`config.mk`:
```
export PLATFORM = sky130hd
export DESIGN_NAME = mux_rr_sched
export DESIGN_NICKNAME = d
export VERILOG_FILES = /design/src/rtl/mux_sched_pkg.sv /design/src/rtl/rr_pick4.sv /design/src/rtl/mux_rr_sched.sv
export SDC_FILE = /design/constraint.sdc
export NUM_CORES = 1
export LEC_CHECK = 0
export ABC_AREA = 1
export CORE_MARGIN = 3
export CORE_UTILIZATION = 54
export DETAILED_ROUTE_END_ITERATION = 8
export HOLD_SLACK_MARGIN = 0.02
export PLACE_DENSITY = 0.82
export SLEW_MARGIN = 40
export SYNTH_ARGS = -nofsm -noshare
export SYNTH_HDL_FRONTEND = slang
export SYNTH_HIERARCHICAL = 1
export SYNTH_SLANG_ARGS = --single-unit
```
`constraint.sdc`:
```
create_clock -name clk -period 2.8 [get_ports clk]
set_input_delay 0.56 -clock clk [delete_from_list [all_inputs] [get_ports clk]]
set_output_delay 0.56 -clock clk [all_outputs]
set_load 0.02 [all_outputs]
```
`src/rtl/mux_sched_pkg.sv`:
```
// Shared definitions for the round-robin mux scheduler: channel count,
// select width, FSM state type and one-hot helper.
package mux_sched_pkg;

    localparam int CH_N  = 4;
    localparam int SEL_W = 2;

    typedef enum logic {
        IDLE  = 1'b0,
        GRANT = 1'b1
    } sched_state_t;

    function automatic logic [CH_N-1:0] onehot(input logic [SEL_W-1:0] idx);
        logic [CH_N-1:0] v;
        v      = '0;
        v[idx] = 1'b1;
        return v;
    endfunction

endpackage

```
`src/rtl/rr_pick4.sv`:
```
// Rotating-priority picker: first set req bit scanning ptr+1 .. ptr+4 (mod 4),
// so the channel at ptr itself is considered last.
module rr_pick4
    import mux_sched_pkg::*;
(
    input  logic [CH_N-1:0]  req,
    input  logic [SEL_W-1:0] ptr,
    output logic             found,
    output logic [SEL_W-1:0] idx
);

    always_comb begin
        found = 1'b0;
        idx   = ptr;
        for (int i = 1; i <= CH_N; i++) begin
            if (!found && req[ptr + SEL_W'(i)]) begin
                found = 1'b1;
                idx   = ptr + SEL_W'(i);
            end
        end
    end

endmodule

```
`src/rtl/mux_rr_sched.sv`:
```
// Round-robin scheduler sharing one 4:1 mux among four requesters, with a
// burst cap on how long a single owner keeps the channel.
//
//   state | meaning
//   IDLE  | no grant held; arbitrate as soon as any req is set
//   GRANT | owner in owner_ptr holds the channel; cnt counts burst cycles
module mux_rr_sched
    import mux_sched_pkg::*;
#(
    parameter int BURST_LEN = 4,
    parameter int CNT_W     = 3
) (
    input  logic             clk,
    input  logic             rst,
    input  logic [CH_N-1:0]  req,
    output logic [SEL_W-1:0] sel,
    output logic [CH_N-1:0]  gnt,
    output logic             active,
    output logic [SEL_W-1:0] owner_ptr
);

    localparam logic [CNT_W-1:0] CNT_LAST = CNT_W'(BURST_LEN - 1);

    sched_state_t     state, state_nxt;
    logic [CNT_W-1:0] cnt, cnt_nxt;
    logic [SEL_W-1:0] sel_nxt, ptr_nxt;
    logic [CH_N-1:0]  gnt_nxt;
    logic             pick_found;
    logic [SEL_W-1:0] pick_idx;
    logic             load;

    // owner_ptr doubles as the scan origin: in GRANT it is the current owner.
    rr_pick4 u_pick (
        .req   (req),
        .ptr   (owner_ptr),
        .found (pick_found),
        .idx   (pick_idx)
    );

    always_comb begin
        state_nxt = state;
        cnt_nxt   = cnt;
        sel_nxt   = sel;
        gnt_nxt   = gnt;
        ptr_nxt   = owner_ptr;
        load      = 1'b0;

        case (state)
            IDLE: begin
                if (pick_found) load = 1'b1;
            end
            GRANT: begin
                if (!req[owner_ptr] || cnt == CNT_LAST) begin
                    if (pick_found) begin
                        load = 1'b1;
                    end else begin
                        state_nxt = IDLE;
                        gnt_nxt   = '0;
                        cnt_nxt   = '0;
                    end
                end else begin
                    cnt_nxt = cnt + 1'b1;
                end
            end
            default: begin
                state_nxt = IDLE;
                gnt_nxt   = '0;
                cnt_nxt   = '0;
            end
        endcase

        // Handover loads the new owner directly, no idle cycle in between.
        if (load) begin
            state_nxt = GRANT;
            gnt_nxt   = onehot(pick_idx);
            sel_nxt   = pick_idx;
            ptr_nxt   = pick_idx;
            cnt_nxt   = '0;
        end
    end

    always_ff @(posedge clk) begin
        if (rst) begin
            state     <= IDLE;
            cnt       <= '0;
            sel       <= '0;
            gnt       <= '0;
            owner_ptr <= SEL_W'(CH_N - 1);
        end else begin
            state     <= state_nxt;
            cnt       <= cnt_nxt;
            sel       <= sel_nxt;
            gnt       <= gnt_nxt;
            owner_ptr <= ptr_nxt;
        end
    end

    assign active = |gnt;

endmodule

```
; Yosys cells after proc, flatten, opt, wreduce, memory -nomap -nowiden
; Cells that the tools add are included.
[word_totals]
output_inout_bits = 9
input_bits = 6
reg_bits = 12
elab_cells = 64
[op_classes]
n_reduce_logical = 15
addsub = 4
n_mux = 30
n_lt_le_gt_ge = 6
eq_ne = 3
n_bitwise = 1
[ops]
columns = op, count
row1 = two-way mux 4 bit, 4
row2 = "< comparator 2 x 3 -> 1 bit, second input constant", 5
row3 = two-way mux 1 bit, 14
row4 = binary-select mux 1 bit (select 2 bit), 4
row5 = two-way mux 2 bit, 4
row6 = two-way mux 3 bit, 2
row7 = "adder 2 bit, second input constant", 2
row8 = logical AND 1 bit, 4
row9 = zero test 1 bit, 4
row10 = nonzero test 2 bit, 2
row11 = OR reduction 4 bit, 1
row12 = "adder 3 x 1 -> 3 bit, second input constant", 1
row13 = "== test 3 x 2 -> 1 bit, second input constant", 1
row14 = AND reduction 3 bit, 1
row15 = "adder 2 x 1 -> 2 bit, second input constant", 1
row16 = demux 1 bit (select 2 bit), 1
row17 = ">= comparator 2 x 1 -> 1 bit, second input constant", 1
row18 = "!= test 2 x 1 -> 1 bit, second input constant", 1
row19 = "!= test 2 bit, second input constant", 1
row20 = one-hot mux 1 bit (2 select lines), 1
row21 = AND reduction 2 bit, 1
row22 = OR reduction 2 bit, 1
row23 = logical OR 1 bit, 1
row24 = NOT 1 bit, 1

; Depth between registers and ports, before layout
; Gate-level depths: netlist of the first run.
[depth]
word_depth = 18
mapped_depth = 14
mapped_depth_nobuf = 13

; Modules after synthesis
; Netlist of the first run, hierarchy kept.
[modules_own_cells]
columns = module, instances, area_each_um2, seq_area_each_um2, cells_each
row1 = mux_rr_sched, 1, 601.8, 240.2, 78
row2 = rr_pick4, 1, 231.5, 0.0, 46

; Worst setup path before layout of the first run
; No wires, ideal clock.
[synth_timing]
kind = reg2reg
startpoint = reg owner_ptr[0]
endpoint = reg gnt[0]
period_less_slack_ns = 1.836
t_arrival_ns = 1.766
path_buffers = 2
setup_ns = 0.070
required_ns = 2.730
path_stages_with_launch = 15
path_slack_ns = 0.964
path_cell_list = dfxtp_1 -> buf_6 -> inv_4 -> nand2_1 -> nand2_2 -> nand2_2 -> nand2_4 -> a21oi_2 -> nand4_1 -> buf_6 -> inv_1 -> nand2_1 -> nand2_1 -> nand2_1 -> a21oi_1
[synth_via]
elab_chain_cells = 18
word_cells_on_any_way = 40
cone_classes = add/sub: 3 / order compare: 2 / eq/ne: 1 / mux: 22 / reduce/logical: 12
[synth_rtl]
columns = item, line_no
row1 = "start, declared", mux_rr_sched.sv:19  ; output logic [SEL_W-1:0] owner_ptr
row2 = "start signal, assigned", mux_rr_sched.sv:88  ; owner_ptr <= SEL_W'(CH_N - 1);
row3 = "start signal, assigned", mux_rr_sched.sv:94  ; owner_ptr <= ptr_nxt;
row4 = adder 2 x 1 -> 2 bit, rr_pick4.sv:16  ; if (!found && req[ptr + SEL_W'(i)]) begin
row5 = binary-select mux 1 bit (select 2 bit), rr_pick4.sv:16
row6 = two-way mux 1 bit (implied by the code), rr_pick4.sv:16
row7 = two-way mux 1 bit, rr_pick4.sv:16
row8 = zero test 1 bit, rr_pick4.sv:16
row9 = logical AND 1 bit, rr_pick4.sv:16
row10 = two-way mux 1 bit, rr_pick4.sv:16
row11 = zero test 1 bit, rr_pick4.sv:16
row12 = (+3 left out), --
row13 = logical AND 1 bit, rr_pick4.sv:16
row14 = two-way mux 1 bit (*), rr_pick4.sv:16
row15 = named net pick_found, mux_rr_sched.sv:28  ; logic pick_found;
row16 = two-way mux 1 bit, "mux_rr_sched.sv:50, mux_rr_sched.sv:54"
row17 = two-way mux 1 bit, mux_rr_sched.sv:53  ; if (!req[owner_ptr] || cnt == CNT_LAST) begin
row18 = one-hot mux 1 bit (2 select lines), mux_rr_sched.sv:48  ; case (state)
row19 = != test 2 x 1 -> 1 bit (no line) / nonzero test 2 bit (equally long branches), --
row20 = AND reduction 3 bit (no line), --
row21 = "end signal, assigned", mux_rr_sched.sv:93  ; gnt <= gnt_nxt;
row22 = "end, declared", mux_rr_sched.sv:17  ; output logic [CH_N-1:0] gnt,
; Mark *: on every way through the listed nets, which the timed path passes. The rest lies on a longest branch. The select of a mux whose other input is x is not followed.
; A chain may end at the register's enable or synchronous reset.

; Final worst setup path of the first run
[layout_timing]
startpoint = in req[0]
endpoint = reg gnt[2]
[layout_via]
elab_chain_cells = 17
word_cells_on_any_way = 37
cone_classes = order compare: 2 / eq/ne: 1 / mux: 22 / reduce/logical: 12
[layout_rtl]
columns = item, line_no
row1 = "start, declared", mux_rr_sched.sv:15  ; input logic [CH_N-1:0] req,
row2 = binary-select mux 1 bit (select 2 bit), rr_pick4.sv:16
row3 = two-way mux 1 bit (implied by the code), rr_pick4.sv:16
row4 = two-way mux 1 bit, rr_pick4.sv:16
row5 = zero test 1 bit, rr_pick4.sv:16
row6 = logical AND 1 bit, rr_pick4.sv:16
row7 = two-way mux 1 bit, rr_pick4.sv:16
row8 = zero test 1 bit, rr_pick4.sv:16
row9 = logical AND 1 bit, rr_pick4.sv:16
row10 = (+2 left out), --
row11 = logical AND 1 bit, rr_pick4.sv:16
row12 = two-way mux 1 bit (*), rr_pick4.sv:16
row13 = named net pick_found, mux_rr_sched.sv:28
row14 = two-way mux 1 bit, "mux_rr_sched.sv:50, mux_rr_sched.sv:54"
row15 = two-way mux 1 bit, mux_rr_sched.sv:53
row16 = one-hot mux 1 bit (2 select lines), mux_rr_sched.sv:48
row17 = != test 2 x 1 -> 1 bit (no line) / nonzero test 2 bit (equally long branches), --
row18 = AND reduction 3 bit (no line), --
; Marked as above.

==> qor.tcl, run 1 <==
set qor(outcome) {finished clean}
set qor(timing.hold.worst.class) {reg -> reg}
set qor(crit_path_cell_trace) {clkdlybuf4s50_1 > nand2_1 > nand2_1 > nand2_2 > nand2_4 > a21oi_2 > nand4_1 > inv_1 > nand2_1 > nand2_1 > nand2_1 > a21oi_1}
set qor(fp_rows) 13
set qor(place_area_um2) 954.7
set qor(clock_tree.root_cell) {sky130_fd_sc_hd__clkbuf_4}
set qor(yosys_warnings) 6
set qor(max_clock_freq_ghz) 0.4426
set qor(synth_simple_gate_area_share_pct) 45.65
set qor(die-height_um) 45.28
set qor(pre_repair_dr_iteration_count) 5
set qor(num-fill-cells) 122
set qor(route.detailed.drc) 0
set qor(worst_setup_path_start_kind) {primary input}
set qor(grt_first_pass_wirelength_um) 3070
set qor(global_route.overflow_total) 0
set qor(synth_top_family_by_area) {simple AND/OR/NAND/NOR gates}
set qor(compound_gate_fraction_of_synth_area_pct) 10.36
set qor(tritoncts) {built}
set qor(clock-sinks) 12
set qor(postSynthRegisterBits) 12
set qor(clock_tree.buffer_depth) 2
set qor(synth-xor-area-share_pct) 1.051
set qor(area_delta_synth_final_pct) 18.92
set qor(fin_tns_setup_ps) 0
set qor(cpMostUsedCell) {sky130_fd_sc_hd__nand2_1}
set qor(chipWidth_um) 45.28
set qor(rsz_0062_raised_after_global_routing) {no}
set qor(yosys.area.top_type_share_pct) 28.83
set qor(effective_utilization_at_floorplan_pct) 60.99
set qor(post_synth_mux_area_share_pct) 0
set qor(routed_via_count_divided_by_cell_count) 5.451
set qor(pwr_density_cell_nw_per_um2) 1182
set qor(timing_hold_violations_final) 0
set qor(holdPathStages) 2
set qor(cts_inserted_buffers) 3
set qor(yosys-top-cells-area) {sky130_fd_sc_hd__dfxtp_1 (29%), sky130_fd_sc_hd__nand2_1 (17%), sky130_fd_sc_hd__nand3_1 (9.6%)}
set qor(yosys.area.top_type) {sky130_fd_sc_hd__dfxtp_1}
set qor(mappedNetlistNets) 132
set qor(adder_cell_share_of_the_synthesized_area_pct) 3.003
set qor(hold_buffers) 0
set qor(cp_top_family) {simple AND/OR/NAND/NOR gates}
set qor(clock_pin_slew_on_the_worst_setup_and_hold_paths_ps) 80
set qor(slowest_delay_ps) 480
set qor(timing.final.crit_share_pct) 80.69
set qor(finish_stage_setup_viols) 0
set qor(relSlewSlack_pct) 65.03
set qor(wl_um) 1811
set qor(critPathArrivalTime_ps) 2460
set qor(cp.buffers_inverters) 2
set qor(r2r_slack_ps) 580
set qor(routed_wire_length_per_instance_um) 11.84
set qor(slew_violations) 0
set qor(pin_count_of_the_biggest_net_entering_global_routing) 15
set qor(insertion_delay_ps) 270
set qor(grt_antenna_before_repair) 0
set qor(grt_pass1_vias) 749
set qor(final_cell_area_um2) 991.0
set qor(routabilityCongestion) 0.8157
set qor(mostFrequentLayoutCells) {sky130_fd_sc_hd__nand2_1 (37), sky130_fd_sc_hd__nand3_1 (16), sky130_fd_sc_hd__clkdlybuf4s50_1 (14)}
set qor(crit_cells) 12
set qor(numPortBuffers) 14
set qor(htree_levels) 1
set qor(grtUsageTotal_pct) 20.36
set qor(antenna_left) 0
set qor(initialDrtViolationCount) 31
set qor(antennaDiodeCount) 0
set qor(drive_gt1_share_pct) 17.39
set qor(top_level_ports) 15
set qor(total_power_uw) 1172
set qor(crit-reg2reg-capture) {gnt[2]$_SDFFE_PP0P_}
set qor(category_of_the_critical_setup_timing_path) {in -> reg}
set qor(cell_area_after_technology_mapping_um2) 833.3
set qor(post_synth_inst_count) 124
set qor(fin_hold_ws_ps) 472.7
set qor(static-leakage-power_uw) 0.0004734
set qor(mostFrequentLayoutCell) {sky130_fd_sc_hd__nand2_1}
set qor(netlist-cell-type-count) 20
set qor(setup.worst_path.end_class) {register}
set qor(avgSynthCellArea_um2) 6.720
set qor(post_cts_buffers) 0
set qor(route.vias.total) 834
set qor(max_cap_viol_count) 0
set qor(clock_skew_ps) 3.748
set qor(synth_sequential_area_ratio_pct) 28.83
set qor(placeable_core_area_um2) 1366
set qor(post-route-min-period_ps) 2259
set qor(crit_required_ps) 3000
set qor(regToRegStartpoint) {owner_ptr[0]$_SDFFE_PP1P_}
set qor(peak_vdd_ir_uv) 781.7
set qor(critPathLaunch) {req[0]}
set qor(design.die.area_um2) 2050
set qor(cts_resized) 0
set qor(nNetsFinal) 147
set qor(reg2reg_depth) 12
set qor(worst-path-max-fanout) 8
set qor(critical_path_end) {gnt[2]$_SDFFE_PP0P_}
set qor(dp_hpwl_um) 1462
set qor(timing_worst_slew_pin_value_ps) 523.8
set qor(critPathSlowestCell) {sky130_fd_sc_hd__clkdlybuf4s50_1}
## routing by layer
metal  global-route usage (%)  wire length [um]
met1                    26.21               795
met2                    31.92               887
met3                    5.976               114
met4                    7.602                14
met5                        0                 0
## cell usage after synthesis
library cell	number
sky130_fd_sc_hd__nor2_1	3
sky130_fd_sc_hd__a21oi_2	3
sky130_fd_sc_hd__buf_6	3
sky130_fd_sc_hd__inv_1	11
sky130_fd_sc_hd__nand2_4	1
sky130_fd_sc_hd__o21ai_0	2
sky130_fd_sc_hd__nand2_2	7
sky130_fd_sc_hd__nor2_2	1
sky130_fd_sc_hd__nand3_1	16
sky130_fd_sc_hd__nand3_2	5
sky130_fd_sc_hd__nand2_1	37
sky130_fd_sc_hd__ha_1	2
sky130_fd_sc_hd__nand4_1	5
sky130_fd_sc_hd__or4_1	1
sky130_fd_sc_hd__dfxtp_1	12
sky130_fd_sc_hd__inv_4	1
sky130_fd_sc_hd__xor2_1	1
sky130_fd_sc_hd__a21oi_1	10
sky130_fd_sc_hd__buf_1	1
sky130_fd_sc_hd__inv_2	2
## flip-flops by register name, summed over array words and instances, names as in the netlist
name / count
cnt: 3
gnt: 4
owner_ptr: 2
sel: 2
state: 1
## how the worst min path moves through the flow
stage	from	endpoint	slack [ps]
after global placement	sel[1]$_SDFFE_PP0P_	sel[1]$_SDFFE_PP0P_	460
after detailed placement	sel[0]$_SDFFE_PP0P_	sel[0]$_SDFFE_PP0P_	460
after global routing	gnt[1]$_SDFFE_PP0P_	gnt[1]$_SDFFE_PP0P_	500
final	sel[0]$_SDFFE_PP0P_	sel[0]$_SDFFE_PP0P_	470
after floorplan	cnt[2]$_SDFFE_PP0P_	cnt[2]$_SDFFE_PP0P_	450
after CTS	sel[0]$_SDFFE_PP0P_	sel[0]$_SDFFE_PP0P_	480
## layout make-up
type / count / area [um2] / share of cell area [%]
Clock buffer: 4 / 36.28 / 3.662
Inverter: 14 / 55.05 / 5.556
Multi-Input combinational cell: 94 / 500.5 / 50.51
Sequential cell: 12 / 240.2 / 24.24
Tap cell: 15 / 18.77 / 1.894
Timing Repair Buffer: 14 / 140.1 / 14.14
## cell families after synthesis
logic type      after synthesis
simple gates                 76
buf+inv                      18
flops                        12
compound gates               15
fa+ha+maj                     2
xor+xnor                      1
## per-stage QoR
step / instances / utilization [%] / setup WS (ps)
after floorplan: 124 / - / 963.6
after global placement: 149 / 69.87 / 351.1
after detailed placement: 149 / 69.87 / 277.9
after CTS: 153 / 72.53 / 556.0
after global routing: 153 / 72.53 / 331.1
final: 153 / 72.53 / 540.5
## worst reg2reg max path, stage by stage (launching register included)
cell	delay (ps)
sky130_fd_sc_hd__dfxtp_1	650
sky130_fd_sc_hd__inv_4	100
sky130_fd_sc_hd__nand2_1	80
sky130_fd_sc_hd__nand2_1	90
sky130_fd_sc_hd__nand2_2	120
sky130_fd_sc_hd__nand2_4	70
sky130_fd_sc_hd__a21oi_2	140
sky130_fd_sc_hd__nand4_1	310
sky130_fd_sc_hd__inv_1	210
sky130_fd_sc_hd__nand2_1	70
sky130_fd_sc_hd__nand2_1	120
sky130_fd_sc_hd__nand2_1	60
sky130_fd_sc_hd__a21oi_1	120
## where the power goes
part,total [uW],switching [uW],leakage (uW),internal (uW)
sequential,272,58.0,0.0000987,214
combinational,762,478,0.000354,284
clock,137,58.4,0.0000210,79.0
No activity file was read; power rests on OpenSTA's default activity.
==> run 2, diff against run 1 <==
- CORE_UTILIZATION: 54 -> 45
- PLACE_DENSITY: 0.82 -> 0.73
- clock period: 2.8 -> 2 ns (I/O delays scaled with it)
==> run 2 against run 1 <==
Clock-buffer cell count down 1. Non-clock buffer count is 8 higher. Via count is 4.2% higher. First-iteration DRC count fell by 19%. Global-route usage shrank 3.1 points. Hold slack better by 1.6 ps. Clock power increased by 3%. Sequential power increased by 29%. Sequential share of layout area down 1.2 points. Worst setup slack worse by 410 ps. Die area up 17%. Critical endpoint is now owner_ptr[0]. Power up 42%. Critical path type is now reg -> out.
==> qor.tcl, run 2 (synthesized netlist as in run 1, its figures left out) <==
set qor(outcome) {finished clean}
set qor(hold_end) {sel[1]$_SDFFE_PP0P_}
set qor(route.detailed.drc) 0 ;# unchanged
set qor(htree_levels) 1 ;# unchanged
set qor(fin_tns_setup_ps) 0 ;# unchanged
set qor(clock_pin_slew_on_the_worst_setup_and_hold_paths_ps) 60 ;# -20 ps
set qor(mostFrequentLayoutCells) {sky130_fd_sc_hd__nand2_1 (37), sky130_fd_sc_hd__nand3_1 (16), sky130_fd_sc_hd__clkdlybuf4s50_1 (13)}
set qor(grt_antenna_before_repair) 0 ;# unchanged
set qor(placeable_core_area_um2) 1629 ;# +19%
set qor(final_cell_area_um2) 1049 ;# +5.8%
set qor(hold_buffers) 0 ;# unchanged
set qor(die-height_um) 49.03 ;# +8.3%
set qor(route.vias.total) 869 ;# +4.2%
set qor(reg.largest.list) {gnt: 4 flops, cnt: 3 flops}
set qor(dp_hpwl_um) 1495 ;# +2.2%
set qor(rsz_0062_raised_after_global_routing) {no}
set qor(postLayoutSetupSlackWorst_ps) 127.6 ;# -413.0 ps
set qor(slew_violations) 0 ;# unchanged
set qor(max_clock_freq_ghz) 0.5341
set qor(cts_inserted_buffers) 3 ;# unchanged
set qor(setup.worst_path.end_class) {output port}
set qor(static-leakage-power_uw) 0.0005031 ;# +6.3%
set qor(num-fill-cells) 161 ;# +32%
set qor(grt_first_pass_wirelength_um) 3339 ;# +8.8%
set qor(category_of_the_critical_setup_timing_path) {reg -> out}
set qor(pre_repair_dr_iteration_count) 4 ;# -1
set qor(pwr_density_cell_nw_per_um2) 1591 ;# +35%
set qor(regToRegStartpoint) {owner_ptr[0]$_SDFFE_PP1P_}
set qor(timing.final.crit_share_pct) 93.62
set qor(worst_setup_path_start_kind) {register}
set qor(antenna_left) 0 ;# unchanged
set qor(effective_utilization_at_floorplan_pct) 51.15 ;# -9.8 points
set qor(top_level_ports) 15 ;# unchanged
set qor(wl_um) 1841 ;# +1.7%
set qor(holdPathStages) 2 ;# unchanged
set qor(routabilityCongestion) 0.8221 ;# +0.78%
set qor(number_of_flip_flops_in_the_largest_register) 4 ;# unchanged
set qor(global_route.overflow_total) 0 ;# unchanged
set qor(reg2reg_depth) 11 ;# -1
set qor(crit-reg2reg-capture) {gnt[2]$_SDFFE_PP0P_}
set qor(tritoncts) {built}
set qor(r2r_slack_ps) 240 ;# -340 ps
set qor(registers.top_by_ff_count) {gnt}
set qor(worst-path-max-fanout) 9 ;# +1
set qor(clock-sinks) 12 ;# unchanged
set qor(clock_skew_ps) 0.2154 ;# -3.533 ps
set qor(post-route-min-period_ps) 1872
set qor(relSlewSlack_pct) 85.46 ;# +20 points
set qor(grt_pass1_vias) 801 ;# +6.9%
set qor(routed_via_count_divided_by_cell_count) 5.142 ;# -5.7%
set qor(max_cap_viol_count) 0 ;# unchanged
set qor(antennaDiodeCount) 0 ;# unchanged
set qor(drive_gt1_share_pct) 22.76 ;# +5.4 points
set qor(critPathArrivalTime_ps) 1470 ;# -990 ps
set qor(clock_tree.root_cell) {sky130_fd_sc_hd__clkbuf_4}
set qor(hold_path_origin) {sel[1]$_SDFFE_PP0P_}
set qor(timing.hold.worst.class) {reg -> reg}
set qor(initialDrtViolationCount) 25 ;# -19%
set qor(finalCoreUtilization_pct) 64.36 ;# -8.2 points
set qor(finish_stage_setup_viols) 0 ;# unchanged
set qor(timing_hold_violations_final) 0 ;# unchanged
set qor(mostFrequentLayoutCell) {sky130_fd_sc_hd__nand2_1}
set qor(numPortBuffers) 14 ;# unchanged
set qor(timing_worst_slew_pin_value_ps) 217.4 ;# -306.4 ps
set qor(clock_tree.buffer_depth) 2 ;# unchanged
set qor(crit_required_ps) 1600 ;# -1400 ps
set qor(grtUsageTotal_pct) 17.24 ;# -3.1 points
set qor(dpl.cell_count) 166 ;# +11%
set qor(nNetsFinal) 155 ;# +5.4%
set qor(routed_wire_length_per_instance_um) 10.89 ;# -8.0%
set qor(design.die.area_um2) 2404 ;# +17%
set qor(post-place-ws_ps) -67.55 ;# -345.5 ps
set qor(pin_count_of_the_biggest_net_entering_global_routing) 11 ;# -4
set qor(chipWidth_um) 49.03 ;# +8.3%
set qor(peak_vdd_ir_uv) 1037 ;# +33%
set qor(place_area_um2) 1026 ;# +7.5%
set qor(fp_rows) 14 ;# +1
set qor(post_cts_buffers) 0 ;# unchanged
set qor(insertion_delay_ps) 270 ;# about the same
set qor(final_cell_count_no_fill) 169 ;# +10%
set qor(area_delta_synth_final_pct) 25.83
-- run 2: cell count changes in the layout (fill, tap and decap cells not counted) --
cell,previous run,this run
sky130_fd_sc_hd__clkbuf_8,1,0
sky130_fd_sc_hd__dfxtp_2,0,1
sky130_fd_sc_hd__inv_1,11,10
sky130_fd_sc_hd__buf_4,0,8
sky130_fd_sc_hd__inv_2,2,3
sky130_fd_sc_hd__clkdlybuf4s50_1,14,13
sky130_fd_sc_hd__dfxtp_1,12,11
sky130_fd_sc_hd__dlygate4sd2_1,0,1
-- run 2: where the power goes --
part / switching [uW] / internal (uW)
clock network: 71.4 / 69.7
registers: 49.2 / 302
logic: 716 / 461
total: 836 / 832
-- run 2: critical path, stage by stage (launching register included) --
cell	delay (ps)
sky130_fd_sc_hd__dfxtp_2	410
sky130_fd_sc_hd__buf_4	190
sky130_fd_sc_hd__clkdlybuf4s50_1	610
-- run 2: final cells by class --
cell class	count	area (um2)	share of cell area, %
timing repair buffer	22	198.9	18.97
multi-input combinational	94	500.5	47.73
tap	24	30.03	2.864
inverter	14	55.05	5.251
clock buffer	3	22.52	2.148
sequential	12	241.5	23.03
-- run 2: worst max path at each step --
stage / from / endpoint / slack (ps) / cells past startpoint
2_1_floorplan: owner_ptr[0]$_SDFFE_PP1P_ / gnt[0]$_SDFFE_PP0P_ / 160 / 14
3_3_place_gp: req[2] / gnt[1]$_SDFFE_PP0P_ / -20 / 12
3_5_place_dp: req[1] / gnt[2]$_SDFFE_PP0P_ / -70 / 11
4_1_cts: owner_ptr[0]$_SDFFE_PP1P_ / owner_ptr[0] / 6 / 2
5_1_grt: req[2] / gnt[0]$_SDFFE_PP0P_ / 2 / 12
6_report: owner_ptr[0]$_SDFFE_PP1P_ / owner_ptr[0] / 130 / 2
-- run 2: through the flow --
stage                     hold WS [ps]  power (uW)
after floorplan                  453.8        1226
after CTS                        474.1        1673
final                            474.3        1668
after detailed placement         460.1        1533
after global routing             497.1        1835
after global placement           458.7        1500
-- run 2: metal layers --
layer  routed length [um]  vias up  part of all wire [%]  GRT usage [%]
li1                     -      452                     -              -
met1                  832      392                    45          22.12
met2                  908       23                    49          28.51
met3                   91        2                   4.9          5.505
met4                    8        0                  0.43          2.844
met5                    0        -                     0              0
-- run 2: repair_timing --
action | 4_1_cts | 5_1_grt
resized for setup | 1 | 2
gates cloned | 0 | 0
pin swaps | 0 | 1
endpoints found under the setup margin | 1 | 6
